[config.mk]
export PLATFORM = sky130hd
export DESIGN_NAME = tlb_cache
export DESIGN_NICKNAME = d
export VERILOG_FILES = /design/src/rtl/tlb_cache.sv
export SDC_FILE = /design/constraint.sdc
export NUM_CORES = 1
export LEC_CHECK = 0
export BUFFER_PORTS_ARGS = -buffer_cell sky130_fd_sc_hd__buf_4
export CORE_MARGIN = 3
export CORE_UTILIZATION = 45
export CTS_CLUSTER_DIAMETER = 100
export DETAILED_ROUTE_END_ITERATION = 12
export PLACE_DENSITY_LB_ADDON = 0.2
export SLEW_MARGIN = 20
export SYNTH_ARGS = -nofsm -noshare
export SYNTH_HDL_FRONTEND = slang
export SYNTH_SLANG_ARGS = --single-unit
[constraint.sdc]
create_clock -name clk -period 33.4 [get_ports clk]
set_input_delay 0 -clock clk [delete_from_list [all_inputs] [get_ports clk]]
set_output_delay 0 -clock clk [all_outputs]
set_load 0.02 [all_outputs]
[src/rtl/tlb_cache.sv]
// tlb_cache: fully-associative TLB in front of a page-table walker.
// Ports:
//   clk, reset          clock and asynchronous active-high reset
//   flush               invalidate every entry at the clock edge
//   lookup_*            CPU lookup request (valid/vaddr) and ready
//   resp_*              one-cycle response strobe with paddr, hit and fault flags
//   translate_request   walk request to the walker, walk_vaddr is its address
//   translation_done    walker completion, fault qualifies it
//   tlb_update_*        walker fill strobe with virtual/physical address
//   hit_count           wrapping count of TLB hits
//   miss_count          wrapping count of walks launched
module tlb_cache #(
    parameter int ENTRIES = 8
) (
    input  logic        clk,
    input  logic        reset,
    input  logic        flush,
    input  logic        lookup_valid,
    input  logic [31:0] lookup_vaddr,
    output logic        lookup_ready,
    output logic        resp_valid,
    output logic [31:0] resp_paddr,
    output logic        resp_hit,
    output logic        resp_fault,
    output logic        translate_request,
    output logic [31:0] walk_vaddr,
    input  logic        translation_done,
    input  logic        fault,
    input  logic        tlb_update_valid,
    input  logic [31:0] tlb_update_vaddr,
    input  logic [31:0] tlb_update_paddr,
    output logic [15:0] hit_count,
    output logic [15:0] miss_count
);
    localparam int IW = $clog2(ENTRIES);

    typedef enum logic [1:0] {IDLE, LOOKUP, WALK, RELEASE} state_t;

    state_t             state, next_state;
    logic [ENTRIES-1:0] valid;
    logic [19:0]        vpn [ENTRIES];
    logic [19:0]        ppn [ENTRIES];
    logic [IW-1:0]      rr_ptr, victim, match_idx, free_idx;
    logic               any_match, any_free, hit, fill_ok;
    logic [19:0]        hit_ppn;
    logic [31:0]        vaddr_q;
    logic               unused;

    assign lookup_ready = state == IDLE;
    assign walk_vaddr   = vaddr_q;
    // A walk only fills when the walker presents a clean, non-faulting update.
    assign fill_ok      = !fault && tlb_update_valid;
    // Same-VPN entry is refreshed in place; otherwise lowest free slot, else round-robin.
    assign victim       = any_match ? match_idx : any_free ? free_idx : rr_ptr;
    assign unused       = ^tlb_update_vaddr[11:0];

    always_comb begin
        hit     = 1'b0;
        hit_ppn = '0;
        for (int i = 0; i < ENTRIES; i++)
            if (valid[i] && vpn[i] == vaddr_q[31:12]) begin
                hit     = 1'b1;
                hit_ppn = ppn[i];
            end
    end

    // Descending scan so the lowest matching/free index wins.
    always_comb begin
        any_match = 1'b0;
        match_idx = '0;
        any_free  = 1'b0;
        free_idx  = '0;
        for (int i = ENTRIES - 1; i >= 0; i--) begin
            if (!valid[i]) begin
                any_free = 1'b1;
                free_idx = IW'(i);
            end
            if (valid[i] && vpn[i] == tlb_update_vaddr[31:12]) begin
                any_match = 1'b1;
                match_idx = IW'(i);
            end
        end
    end

    always_ff @(posedge clk or posedge reset)
        if (reset) state <= IDLE;
        else       state <= next_state;

    always_comb begin
        next_state = state;
        unique case (state)
            IDLE:    next_state = lookup_valid ? LOOKUP : IDLE;
            LOOKUP:  next_state = (hit && !flush) ? IDLE : WALK;
            WALK:    next_state = translation_done ? RELEASE : WALK;
            RELEASE: next_state = translation_done ? RELEASE : IDLE;
        endcase
    end

    always_ff @(posedge clk or posedge reset) begin
        if (reset) begin
            valid             <= '0;
            rr_ptr            <= '0;
            vaddr_q           <= '0;
            resp_valid        <= 1'b0;
            resp_paddr        <= '0;
            resp_hit          <= 1'b0;
            resp_fault        <= 1'b0;
            translate_request <= 1'b0;
            hit_count         <= '0;
            miss_count        <= '0;
            for (int i = 0; i < ENTRIES; i++) begin
                vpn[i] <= '0;
                ppn[i] <= '0;
            end
        end else begin
            resp_valid <= 1'b0;
            if (state == IDLE && lookup_valid)
                vaddr_q <= lookup_vaddr;
            if (state == LOOKUP) begin
                if (hit && !flush) begin
                    resp_valid <= 1'b1;
                    resp_hit   <= 1'b1;
                    resp_fault <= 1'b0;
                    resp_paddr <= {hit_ppn, vaddr_q[11:0]};
                    hit_count  <= hit_count + 16'd1;
                end else begin
                    translate_request <= 1'b1;
                    miss_count        <= miss_count + 16'd1;
                end
            end
            if (state == WALK && translation_done) begin
                translate_request <= 1'b0;
                resp_valid        <= 1'b1;
                resp_hit          <= 1'b0;
                resp_fault        <= !fill_ok;
                resp_paddr        <= fill_ok ? tlb_update_paddr : 32'd0;
                if (fill_ok) begin
                    valid[victim] <= 1'b1;
                    vpn[victim]   <= tlb_update_vaddr[31:12];
                    ppn[victim]   <= tlb_update_paddr[31:12];
                    if (!any_match && !any_free)
                        rr_ptr <= rr_ptr + IW'(1);
                end
            end
            // Placed last so a flush overrides a fill on the same edge.
            if (flush) begin
                valid  <= '0;
                rr_ptr <= '0;
            end
        end
    end
endmodule

After elaboration in Yosys (flattened, before gate mapping). Index checks and enable logic that the tools add are counted.

Register bits: 433. Bits of input ports: 103. Logic and storage cells: 182.

$add $sub $neg: 3. $lt $le $gt $ge: 4. Eq/ne operators: 20. Multiplexer cells: 84. Bitwise gates (word level): 3. Reductions and logical operators: 41.

Operators with widths (count): 160-bit bitwise mux (2); 20-bit == test (16); 20-bit 2-to-1 mux (9); 32-bit 2-to-1 mux (4); 3-bit 2-to-1 mux (22); 20-bit demux with 3-bit select (1); 1-bit 2-to-1 mux (39); 16-bit by 1-bit adder with 16-bit output, second input constant (2); 8-bit 2-to-1 mux (3); 1-bit logical AND (23); 2-bit AND reduction (6); 2-bit nonzero test (5); 8-bit bitwise OR (1); 2-bit one-hot mux with 4 select lines (1); 1-bit zero test (5); 2-bit == test, second input constant (2); 4-bit >= comparator, second input constant (1); 3-bit by 4-bit < comparator with 1-bit output, second input constant (1); 4-bit by 1-bit < comparator with 1-bit output, second input constant (1); 2-bit 2-to-1 mux (2); 3-bit inverter with 4-bit output (1); 3-bit by 1-bit adder with 3-bit output, second input constant (1); 1-bit demux with 3-bit select (1); 3-bit by 1-bit >= comparator with 1-bit output, second input constant (1); 5 further kinds (5).

Longest topological paths before layout. Gate-level depths: netlist (run 1).

Depth in word-level cells: 19. Mapped depth: 13.

Worst setup path after synthesis (run 1). No wires, ideal clock.

Kind: register -> register. Start point: register vaddr_q[15] (netlist: walk_vaddr[15]). End point: register miss_count[1]. Setup time: 125 ps. Data arrival time: 2789 ps. Path slack: 30486 ps. Cell stages (with the launch flop): 10. Clock period less this slack: 2914 ps. Cells stage by stage: dfrtp_1 > buf_2 > xnor2_1 > nand2_1 > or3b_2 > or4_1 > nor3_1 > o41a_1 > nand2b_1 > mux2_2.

Longest elaborated chain between the ends: 13.

RTL lines: start: declaration (RTL line 46) `logic [31:0] vaddr_q;`; start signal: assignment (RTL line 118) `vaddr_q <= lookup_vaddr;`; 20-bit == test (RTL line 61) `if (valid[i] && vpn[i] == vaddr_q[31:12]) begin`; 1-bit logical AND (RTL line 61); 1-bit 2-to-1 mux (7 in series) (RTL line 61); 1-bit 2-to-1 mux * (RTL line 61); 1-bit logical AND * (RTL line 120) `if (hit && !flush) begin`; 1-bit inverter (no line) *; 2-bit AND reduction (no line) *; end signal: assignment (RTL line 128) `miss_count <= miss_count + 16'd1;`; end: declaration (RTL line 33) `output logic [15:0] miss_count`.

Mark *: on every way between the ends. The rest lies on a longest branch, timed or not. A chain may end at the register's enable or synchronous reset.

Worst setup path in the final report (run 1).
Start point: register vaddr_q[25] (netlist: walk_vaddr[25]). End point: register resp_paddr[0].

Longest elaborated chain between the ends: 13.

RTL lines: 20-bit == test (RTL line 61); 1-bit logical AND (RTL line 61); 1-bit 2-to-1 mux (7 in series) (RTL line 61); 1-bit 2-to-1 mux * (RTL line 61); 1-bit logical AND * (RTL line 120); 2-bit nonzero test (no line) *; 2-bit AND reduction (no line) *; end signal: assignment (RTL line 124) `resp_paddr <= {hit_ppn, vaddr_q[11:0]};`; end signal: assignment (RTL line 136) `resp_paddr <= fill_ok ? tlb_update_paddr : 32'd0;`; end: declaration (RTL line 22) `output logic [31:0] resp_paddr,`.

Marks and branches as above.

==> qor.txt, run 1 <==
===============================================================================================
Status                                                                             finished clean
Global route overflow                                                                         0
Synth Flop Type                                                                    sky130_fd_sc_hd__dfrtp_1
Placed wire-length estimate after detailed placement                                    43.0 mm
Count of buffers added by post-CTS timing repair for setup                                    0
Path type of the worst setup path                                                  flip-flop to flip-flop
Via count of the first global-routing pass                                               18,000
Post-DR vias/cell                                                                          5.91
FMAX                                                                                    218 MHz
Number of placed instances with taps included                                             2,772
DRC Markers                                                                                   0
Fraction of final layout cells with drive strength greater than 1                         0.289
Total clock sinks                                                                           433
Final layout net count                                                                    2,347
Max Clock Skew                                                                          24.4 ps
EDFF count, synth                                                                             0
Final Wtd Congestion                                                                      0.910
Synth unique cells                                                                           71
Maximum fanout along the worst path                                                          33
Cell area power density                                                             65.6 nW/µm²
Post-synthesis cell area                                                             23,400 µm²
Drt total wl                                                                            69.8 mm
Arrival time of data at the critical path endpoint                                      5100 ps
Number of non-filler instances in the completed layout                                    2,947
Number of maximum-capacitance constraint violations                                           0
Overall global routing resource usage                                                     0.255
Post-detailed-route wirelength per cell                                                 23.7 µm
Starting utilization of the core area                                                     0.461
Static leakage power                                                                    12.4 nW
Die Span Y                                                                               234 µm
Initial antenna violation count                                                               2
Setup_tns                                                                                  0 ps
Most common cell after layout, fill and taps aside                                 sky130_fd_sc_hd__dfrtp_1
Final critical-path share of the clock period                                             0.138
Clock input transition at the sequential cells of the worst setup and hold paths          60 ps
Post-synth net total                                                                      2,141
Filler cell count                                                                         4,341
CP required                                                                           33,910 ps
Pin count of the biggest net entering global routing                                        158
Area Growth Syn to Fin                                                                    18.0%
CTS Root Buffer Type                                                               sky130_fd_sc_hd__clkbuf_16
Number of antenna repair diodes                                                               0
Worst IR drop on VDD                                                                  0.0558 mV
First-pass GRT wire length                                                               107 mm
Worst-case hold slack                                                                    116 ps
Grt met3 use                                                                             0.0564
Total Die Area                                                                       54,800 µm²
Number of nets with antenna violations after routing                                          0
Flip-flop and latch count after synthesis                                                   433
Endpoint kind of the worst setup timing path                                          flip-flop
Post-DP Area                                                                         25,200 µm²
Total iterations of the first detailed-routing run                                            7
Share of the yosys chip area belonging to registers                                       0.463
Headroom to the max-slew limit                                                            0.206
Iter 0 DRT Violations                                                                     1,179
Transition time at the pin with the least slew margin                                   1190 ps
IO Count                                                                                    204
Final hold vios                                                                               0
Sort of element at the start of the critical path                                     flip-flop
Worst hold path type                                                               input port to async pin
Horizontal die dimension                                                                 234 µm
Met1 Usage GRT                                                                            0.344
Per-instance average area after synthesis                                              11.5 µm²
Cell area after layout                                                               27,600 µm²
Total number of H-tree levels                                                                 2
Core outline area                                                                    50,800 µm²
Total number of yosys warnings                                                                0
Buffers from clock root to sink, at most                                                      3
Gate count of the mapped netlist                                                          2,035
Final min period                                                                        4590 ps
Peak-usage layer in the global routing report                                              met2
GR Util met2                                                                              0.411
Quantity of gates resized following cts                                                       0
Total via count after detailed routing                                                   17,400
TritonCTS clock tree                                                                       done
Clk Latency, worst-skew pair                                                             590 ps
Count of pins over their slew limit                                                           0
Count of endpoints failing setup in the final report                                          0
Setup repair after global routing missed its margin                                          no
Clock buffers created by TritonCTS                                                           50
FP Rows                                                                                      82
Proportion of register bits with asynchronous set or reset after synthesis                 1.00
Number of buffers added on ports                                                            191
Commonest cells after routing, fill and taps aside                                 sky130_fd_sc_hd__dfrtp_1 (433), sky130_fd_sc_hd__mux2_2 (298), sky130_fd_sc_hd__buf_4 (226), sky130_fd_sc_hd__xnor2_1 (212), sky130_fd_sc_hd__xor2_1 (140)
===============================================================================================
-- Yosys cell counts, drive strengths merged, types with 4 or more instances --
library cell  instances  area [µm²]
nand3                54         270
nand4                85         538
o21ai                37         185
o31a                 18         158
inv                  47         176
nand4b                7        61.3
nor2                 55         206
a311o                19         190
nor3                 24         120
clkbuf               60         225
buf                 103         659
o31ai                19         143
a2bb2oi              12         105
o21a                  4        30.0
nor4                 56         408
a211oi                5        42.5
or4                   8        60.1
dfrtp               433       10800
or2                   4        25.0
o2111ai              21         184
mux2                354        4100
xnor2               212        1860
a21oi                59         295
and2                  6        37.5
and3                 15        93.8
xor2                140        1230
nand2b                4        25.0
nand2                76         285
and4                  6        52.6
o211ai               24         200
mux2i                20         200
-- final timing paths --
kind,start,end,slack [ps],cells after the start
setup reg to reg,walk_vaddr[25],resp_paddr[0],28810,11
max in group asynchronous,reset,miss_count[9],31330,5
min in group clk,tlb_update_valid,resp_fault,120,4
hold / removal,reset,walk_vaddr[11],120,3
hold reg to reg,miss_count[15],miss_count[15],470,1
setup / recovery,walk_vaddr[25],resp_paddr[0],28810,11
-- layer usage --
| metal | up-vias | routed length (µm) |
|---|---|---|
| met4 | 0 | 2160 |
| met2 | 646 | 32500 |
| met5 | - | 0 |
| met3 | 154 | 5140 |
| met1 | 8889 | 29900 |
| li1 | 7718 | - |
-- sequential cells by signal, indices dropped and copies added (netlist names), 2 cells and up --
signal,flops
state,2
miss_count,16
rr_ptr,3
valid,8
ppn,160
walk_vaddr,32
hit_count,16
vpn,160
resp_paddr,32
-- kinds of logic (layout without fill, tap and decap cells) --
| group | Yosys count | after routing | share of synthesized area |
|---|---|---|---|
| buffers and inverters | 211 | 451 | 0.0455 |
| DFF | 433 | 433 | 0.463 |
| adders and majority gates | 3 | 3 | 0.00160 |
| AOI/OAI and AO/OA | 245 | 245 | 0.0756 |
| and+or+nand+nor | 417 | 417 | 0.0992 |
| muxes | 374 | 374 | 0.184 |
| xor gates and xnor gates | 352 | 352 | 0.132 |
-- what timing repair did --
action                     4_1_cts  5_1_grt
hold endpoints to repair       517        0
setup endpoints to repair        0        0
hold buffers                    88        0
-- area by class of cell --
class | instances | area (µm²) | share of cell area
clock buffer | 74 | 1440 | 0.0522
multi-input combinational | 1391 | 11600 | 0.419
timing repair buffer | 317 | 2640 | 0.0954
sequential | 433 | 10800 | 0.392
tap | 672 | 841 | 0.0304
inverter | 48 | 188 | 0.00679
clock inverter | 12 | 104 | 0.00376
-- metrics by stage --
stage / utilization / total power, mW / worst slack, ps
after floorplan: - / 1.06 / 21340
after global placement: 0.496 / 1.27 / 28890
after detailed placement: 0.496 / 1.28 / 28840
after CTS: 0.543 / 1.82 / 28820
after global routing: 0.544 / 1.90 / 28510
final: 0.544 / 1.81 / 28810
-- worst max-delay path: stages, from the launching register on --
cell and delay [ps]:
sky130_fd_sc_hd__dfrtp_1 710, sky130_fd_sc_hd__buf_4 310, sky130_fd_sc_hd__xor2_1 90, sky130_fd_sc_hd__or4_1 530, sky130_fd_sc_hd__nor4_2 290, sky130_fd_sc_hd__buf_4 360, sky130_fd_sc_hd__nand2_1 690, sky130_fd_sc_hd__nand4_1 320
sky130_fd_sc_hd__o211ai_1 130, sky130_fd_sc_hd__buf_4 310, sky130_fd_sc_hd__nand2_1 480, sky130_fd_sc_hd__a2bb2oi_1 220
-- where the power goes --
group	internal (mW)	total (mW)	switching, mW
sequential	0.606	0.740	0.134
clock	0.304	0.525	0.221
combinational	0.254	0.547	0.292
total	1.16	1.81	0.647
Note: power is estimated with default switching activity, not from simulation.
==> run 2: changes to the inputs <==
- clock period: 33.4 -> 4.5 ns (I/O delays scaled with it)
==> qor.txt, run 2 (synthesis gave the netlist of run 1 again) <==
===============================================================================================
Headroom to the max-slew limit                                                            0.352   +0.145
DRC Markers                                                                                   0   unchanged
Count of pins over their slew limit                                                           0   unchanged
Registers with the most flip-flops                                                 ppn x160, vpn x160
Area Growth Syn to Fin                                                                    19.1%
Crit-path leading delay family                                                     simple AND/OR/NAND/NOR gates
Clock buffers created by TritonCTS                                                           48   -4.0%
Most used cell, CP                                                                 sky130_fd_sc_hd__nand4_1
TritonCTS clock tree                                                                       done
Post-DR vias/cell                                                                          5.82   -1.5%
Number of buffers added on ports                                                            191   unchanged
Final layout net count                                                                    2,369   +0.94%
Via count of the first global-routing pass                                               17,900   -0.96%
Die Span Y                                                                               234 µm   unchanged
Quantity of gates resized following cts                                                       0   unchanged
Number of maximum-capacitance constraint violations                                           0   unchanged
Count of endpoints failing setup in the final report                                          0   unchanged
Endpoint kind of the worst setup timing path                                          flip-flop
Number of hold buffers added after CTS                                                       88   unchanged
Final hold vios                                                                               0   unchanged
Final Wtd Congestion                                                                      0.917   +0.69%
Overall global routing resource usage                                                     0.253   -0.00258
Path type of the worst setup path                                                  flip-flop to flip-flop
Pin count of the biggest net entering global routing                                        126   -20%
Total via count after detailed routing                                                   17,300   -0.64%
CP required                                                                             4960 ps   -28,950 ps
Worst Hold Launch                                                                  tlb_update_valid
Pre-CTS setup slack                                                                      807 ps   -28,030 ps
FP Rows                                                                                      82   unchanged
Critical path launch point                                                             vpn[118]
Core outline area                                                                    50,800 µm²   unchanged
Cell chain of the critical path                                                    xnor2_1, nand4_1, nor4_1, nand4_1, and4_1, and3_1, nor4_4, buf_4, mux2_2
Total Die Area                                                                       54,800 µm²   unchanged
Number of cell instances on the worst register-to-register path                               9   -2
Setup_tns                                                                                  0 ps   unchanged
Worst-case hold slack                                                                   95.5 ps   -20.9 ps
Buffer and inverter count on the worst path                                                   1   -2
Maximum fanout along the worst path                                                          40   +21%
Horizontal die dimension                                                                 234 µm   unchanged
Drt total wl                                                                            69.4 mm   -0.50%
Static leakage power                                                                    12.6 nW   +1.2%
Clk Latency, worst-skew pair                                                             590 ps   about the same
Commonest cells after routing, fill and taps aside                                 sky130_fd_sc_hd__dfrtp_1 (433), sky130_fd_sc_hd__mux2_2 (298), sky130_fd_sc_hd__buf_4 (246), sky130_fd_sc_hd__xnor2_1 (212), sky130_fd_sc_hd__xor2_1 (140)
Starting utilization of the core area                                                     0.461   unchanged
Buffers from clock root to sink, at most                                                      3   unchanged
Transition time at the pin with the least slew margin                                    972 ps   -218 ps
Final critical-path share of the clock period                                             0.842   +0.705
Clock input transition at the sequential cells of the worst setup and hold paths          60 ps   about the same
Worst IR drop on VDD                                                                   0.424 mV   +660%
Arrival time of data at the critical path endpoint                                      4250 ps   -850 ps
Hold depth                                                                                    4
CTS Root Buffer Type                                                               sky130_fd_sc_hd__clkbuf_16
Total iterations of the first detailed-routing run                                            5   -2
Placed wire-length estimate after detailed placement                                    44.9 mm   +4.3%
Initial antenna violation count                                                               0   -2
Worst R2R Start                                                                        vpn[118]
Max Clock Skew                                                                          22.5 ps   -1.91 ps
First-pass GRT wire length                                                               106 mm   -1.3%
Iter 0 DRT Violations                                                                     1,265   +7.3%
Setup repair after global routing missed its margin                                          no
FMAX                                                                                    264 MHz   +21%
Least setup slack across all paths after layout                                          711 ps   -28,100 ps
Total clock sinks                                                                           433   unchanged
Global route overflow                                                                         0   unchanged
Number of nets with antenna violations after routing                                          0   unchanged
Most common cell after layout, fill and taps aside                                 sky130_fd_sc_hd__dfrtp_1
Final min period                                                                        3790 ps   -804 ps
Power after layout                                                                      13.6 mW   +650%
Cell area power density                                                              488 nW/µm²   +640%
Status                                                                             finished clean
Total number of H-tree levels                                                                 2   unchanged
Stages on the worst setup path                                                                9   -2
Slowest CP cell                                                                    sky130_fd_sc_hd__buf_4
Worst hold path type                                                               input port to flip-flop
IO Count                                                                                    204   unchanged
Delay of the slowest cell on the worst path                                              570 ps   -140 ps
Count of buffers added by post-CTS timing repair for setup                                    0   unchanged
Fraction of final layout cells with drive strength greater than 1                         0.297   +0.00817
Post-detailed-route wirelength per cell                                                 23.4 µm   -1.4%
Sort of element at the start of the critical path                                     flip-flop
===============================================================================================
[run 2: changes by cell type in the layout (fill, tap and decap cells not counted), moves of 2 or more]
| cell | before | now |
|---|---|---|
| sky130_fd_sc_hd__bufinv_16 | 1 | 3 |
| sky130_fd_sc_hd__buf_12 | 1 | 7 |
| sky130_fd_sc_hd__buf_4 | 226 | 246 |
| sky130_fd_sc_hd__clkinv_2 | 7 | 12 |
| sky130_fd_sc_hd__clkbuf_8 | 10 | 6 |
[run 2: worst paths after layout]
kind,end,slack (ps)
min in group asynchronous,vpn[63],190
setup / recovery,ppn[148],710
setup reg to reg,ppn[148],710
hold reg to reg,hit_count[15],470
hold / removal,resp_fault,100
max in group asynchronous,vpn[83],3090
[run 2: area by class of cell]
cell class              count  area, µm²
fillers                  4312      22900
multi-input cells        1391      11600
clock buffers              69       1380
well taps                 672        841
inverters                  48        184
clock inverters            18        183
repair buffers            341       2870
flip-flops and latches    433      10800
diodes                      1       2.50
[run 2: worst min-delay path, cell delays in order]
cell and delay [ps]:
sky130_fd_sc_hd__buf_4 70, sky130_fd_sc_hd__nor2b_2 110, sky130_fd_sc_hd__buf_4 330, sky130_fd_sc_hd__o21ai_0 120
[run 2: stage by stage]
stage                      util  cells  cell area [µm²]
after floorplan               -   2035            23400
after global placement    0.501   2797            25400
after detailed placement  0.501   2797            25400
after CTS                 0.549   2972            27900
after global routing      0.549   2972            27900
final                     0.549   2973            27900
[run 2: where the power goes]
group	leakage [nW]	switching [mW]	internal [mW]
clock network	0.776	1.62	2.31
registers	5.77	0.790	4.50
logic	6.05	2.43	1.96
total	12.6	4.84	8.76
[run 2: layer usage]
layer | share of wire | up-vias | wire length (µm) | global-route usage
li1 | - | 7753 | - | -
met1 | 0.45 | 8782 | 31000 | 0.354
met2 | 0.46 | 617 | 31900 | 0.402
met3 | 0.061 | 143 | 4260 | 0.0313
met4 | 0.032 | 0 | 2260 | 0.0954
met5 | 0 | - | 0 | 0
==> run 3: changes to the inputs <==
- clock period: 4.5 -> 3.4 ns (I/O delays scaled with it)
==> qor.txt, run 3 (synthesis gave the netlist of run 1 again) <==
===============================================================================================
GR Util met2                                                                              0.418   +0.0159
Total via count after detailed routing                                                   17,900   +3.4%
First-pass GRT wire length                                                               111 mm   +4.4%
Cell area after layout                                                               28,700 µm²   +3.0%
Cell area power density                                                              644 nW/µm²   +32%
TritonCTS clock tree                                                                       done
DRC Markers                                                                                   0   unchanged
Worst hold path type                                                               input port to flip-flop
Peak-usage layer in the global routing report                                              met2
Initial antenna violation count                                                               1   +1
Registers with the most flip-flops                                                 ppn x160, vpn x160
Setup repair after global routing missed its margin                                          no
Number of maximum-capacitance constraint violations                                           0   unchanged
CTS Root Buffer Type                                                               sky130_fd_sc_hd__clkbuf_16
CP required                                                                             3920 ps   -1040 ps
Horizontal die dimension                                                                 234 µm   unchanged
Via count of the first global-routing pass                                               18,200   +2.0%
Global route overflow                                                                         0   unchanged
Power dissipated by switching net loads                                                 6.53 mW   +35%
Buffers from clock root to sink, at most                                                      3   unchanged
Drt total wl                                                                            72.8 mm   +4.8%
Delay of the slowest cell on the worst path                                              850 ps   +280 ps
FP Rows                                                                                      82   unchanged
Transition time at the pin with the least slew margin                                    854 ps   -118 ps
Pre-CTS setup slack                                                                     97.3 ps   -709 ps
Number of antenna repair diodes                                                               0   -1
FMAX                                                                                    298 MHz   +13%
Count of endpoints failing setup in the final report                                          0   unchanged
Sequential Area                                                                      10,800 µm²   about the same
Power after layout                                                                      18.5 mW   +36%
Post-DR vias/cell                                                                          5.88   +1.1%
Number of non-filler instances in the completed layout                                    3,039   +2.2%
Die Span Y                                                                               234 µm   unchanged
Number of placed instances with taps included                                             2,858   +2.2%
Final critical-path share of the clock period                                             0.988   +0.146
Arrival time of data at the critical path endpoint                                      3870 ps   -380 ps
Placed wire-length estimate after detailed placement                                    47.8 mm   +6.6%
Starting utilization of the core area                                                     0.461   unchanged
Final hold vios                                                                               0   unchanged
Clock input transition at the sequential cells of the worst setup and hold paths          60 ps   about the same
Final min period                                                                        3360 ps   -431 ps
Most common cell after layout, fill and taps aside                                 sky130_fd_sc_hd__dfrtp_1
Met1 Usage GRT                                                                            0.369   +0.0150
Core outline area                                                                    50,800 µm²   unchanged
Total clock sinks                                                                           433   unchanged
Endpoint kind of the worst setup timing path                                          flip-flop
Filler cell count                                                                         4,282   -0.70%
Total Die Area                                                                       54,800 µm²   unchanged
Path type of the worst setup path                                                  flip-flop to flip-flop
Max Clock Skew                                                                          14.1 ps   -8.33 ps
Final layout net count                                                                    2,436   +2.8%
IO Count                                                                                    204   unchanged
Total iterations of the first detailed-routing run                                            5   unchanged
Cell-internal power                                                                     12.0 mW   +37%
Crit-path leading delay family                                                       flip-flops
Sort of element at the start of the critical path                                     flip-flop
Buffer and inverter count on the worst path                                                   2   +1
Grt met3 use                                                                             0.0451   +0.0137
Maximum fanout along the worst path                                                          19   -53%
Post-detailed-route wirelength per cell                                                 23.9 µm   +2.5%
Area Growth Syn to Fin                                                                    22.7%
Clock buffers created by TritonCTS                                                           49   +2.1%
Combinational fraction of design power                                                    0.331   +0.009
Clk Latency, worst-skew pair                                                             590 ps   about the same
Count of pins over their slew limit                                                           0   unchanged
Number of buffers added on ports                                                            191   unchanged
Cell chain of the critical path                                                    buf_4, xnor2_1, nand4_1, nor4_2, buf_4, nand4_1, a311o_1, a21oi_1, o31a_1
Net switching share of the total power                                                    0.353   -0.00274
Number of nets with antenna violations after routing                                          0   unchanged
Status                                                                             finished clean
Clock share of power                                                                      0.290   about the same
Post-DP Area                                                                         26,100 µm²   +2.7%
Register share of total power                                                             0.380   -0.009
Worst IR drop on VDD                                                                   0.661 mV   +56%
Static leakage power                                                                    13.1 nW   +3.7%
Fraction of final layout cells with drive strength greater than 1                         0.321   +0.0237
Area used by multi-input combinational logic                                         11,600 µm²   +0.13%
Iter 0 DRT Violations                                                                     1,529   +21%
Pin count of the biggest net entering global routing                                         92   -27%
Total number of H-tree levels                                                                 2   unchanged
Headroom to the max-slew limit                                                            0.430   +0.0776
Final Wtd Congestion                                                                      0.907   -1.1%
Least setup slack across all paths after layout                                         42.0 ps   -669 ps
Commonest cells after routing, fill and taps aside                                 sky130_fd_sc_hd__dfrtp_1 (430), sky130_fd_sc_hd__mux2_2 (298), sky130_fd_sc_hd__buf_4 (289), sky130_fd_sc_hd__xnor2_1 (212), sky130_fd_sc_hd__xor2_1 (140)
Setup_tns                                                                                  0 ps   unchanged
Overall global routing resource usage                                                     0.264   +0.0111
Slowest CP cell                                                                    sky130_fd_sc_hd__dfrtp_1
===============================================================================================
==> run 3: cell types whose count changed in the layout (fill, tap and decap cells not counted), sizes merged <==
cell / change
clkinv: -4
buf: +63
clkinvlp: -1
inv: +2
diode: -1
clkbuf: +7
==> run 3: timing repair <==
item                       CTS  global route
buffers inserted             0             2
hold buffers                88             0
hold endpoints to repair   384             0
setup endpoints to repair    0           322
resized for setup            0            12
==> run 3: area by class of cell <==
type | instances | share of cell area
Clock buffer | 73 | 0.0510
Clock inverter | 15 | 0.00562
Inverter | 48 | 0.00640
Multi-Input combinational cell | 1391 | 0.404
Sequential cell | 433 | 0.377
Tap cell | 672 | 0.0293
Timing Repair Buffer | 407 | 0.126
==> run 3: metal layers <==
layer	part of all wire	vias up
li1	-	7898
met1	0.44	9113
met2	0.46	720
met3	0.069	148
met4	0.032	0
met5	0	-
==> run 3: through the flow <==
| stage | hold slack [ps] | util |
|---|---|---|
| floorplan | 121 | - |
| global placement | 212 | 0.514 |
| detailed placement | 205 | 0.514 |
| CTS | 72.6 | 0.564 |
| global route | 109 | 0.566 |
| finish | 126 | 0.566 |
==> run 3: worst paths after layout <==
kind | start | to | slack, ps | cells past startpoint
hold reg to reg | miss_count[15] | miss_count[15] | 470 | 1
setup / recovery | walk_vaddr[16] | resp_paddr[30] | 40 | 9
min in group asynchronous | reset | miss_count[10] | 140 | 3
setup reg to reg | walk_vaddr[16] | resp_paddr[30] | 40 | 9
hold / removal | tlb_update_valid | resp_fault | 130 | 4
max in group asynchronous | reset | walk_vaddr[7] | 2290 | 4
==> run 3: power groups by stage <==
stage	Combinational, mW	Clock (mW)	Sequential [mW]
floorplan	3.27	0	7.14
global placement	5.90	0	7.03
detailed placement	5.96	0	7.07
CTS	6.07	5.47	6.98
global route	6.54	5.67	7.11
finish	6.12	5.36	7.02
==> run 3: tightest hold or removal path, cell delays in order <==
cell and delay [ps]:
sky130_fd_sc_hd__buf_4 100, sky130_fd_sc_hd__nor2b_2 140, sky130_fd_sc_hd__buf_4 240, sky130_fd_sc_hd__o21ai_0 180
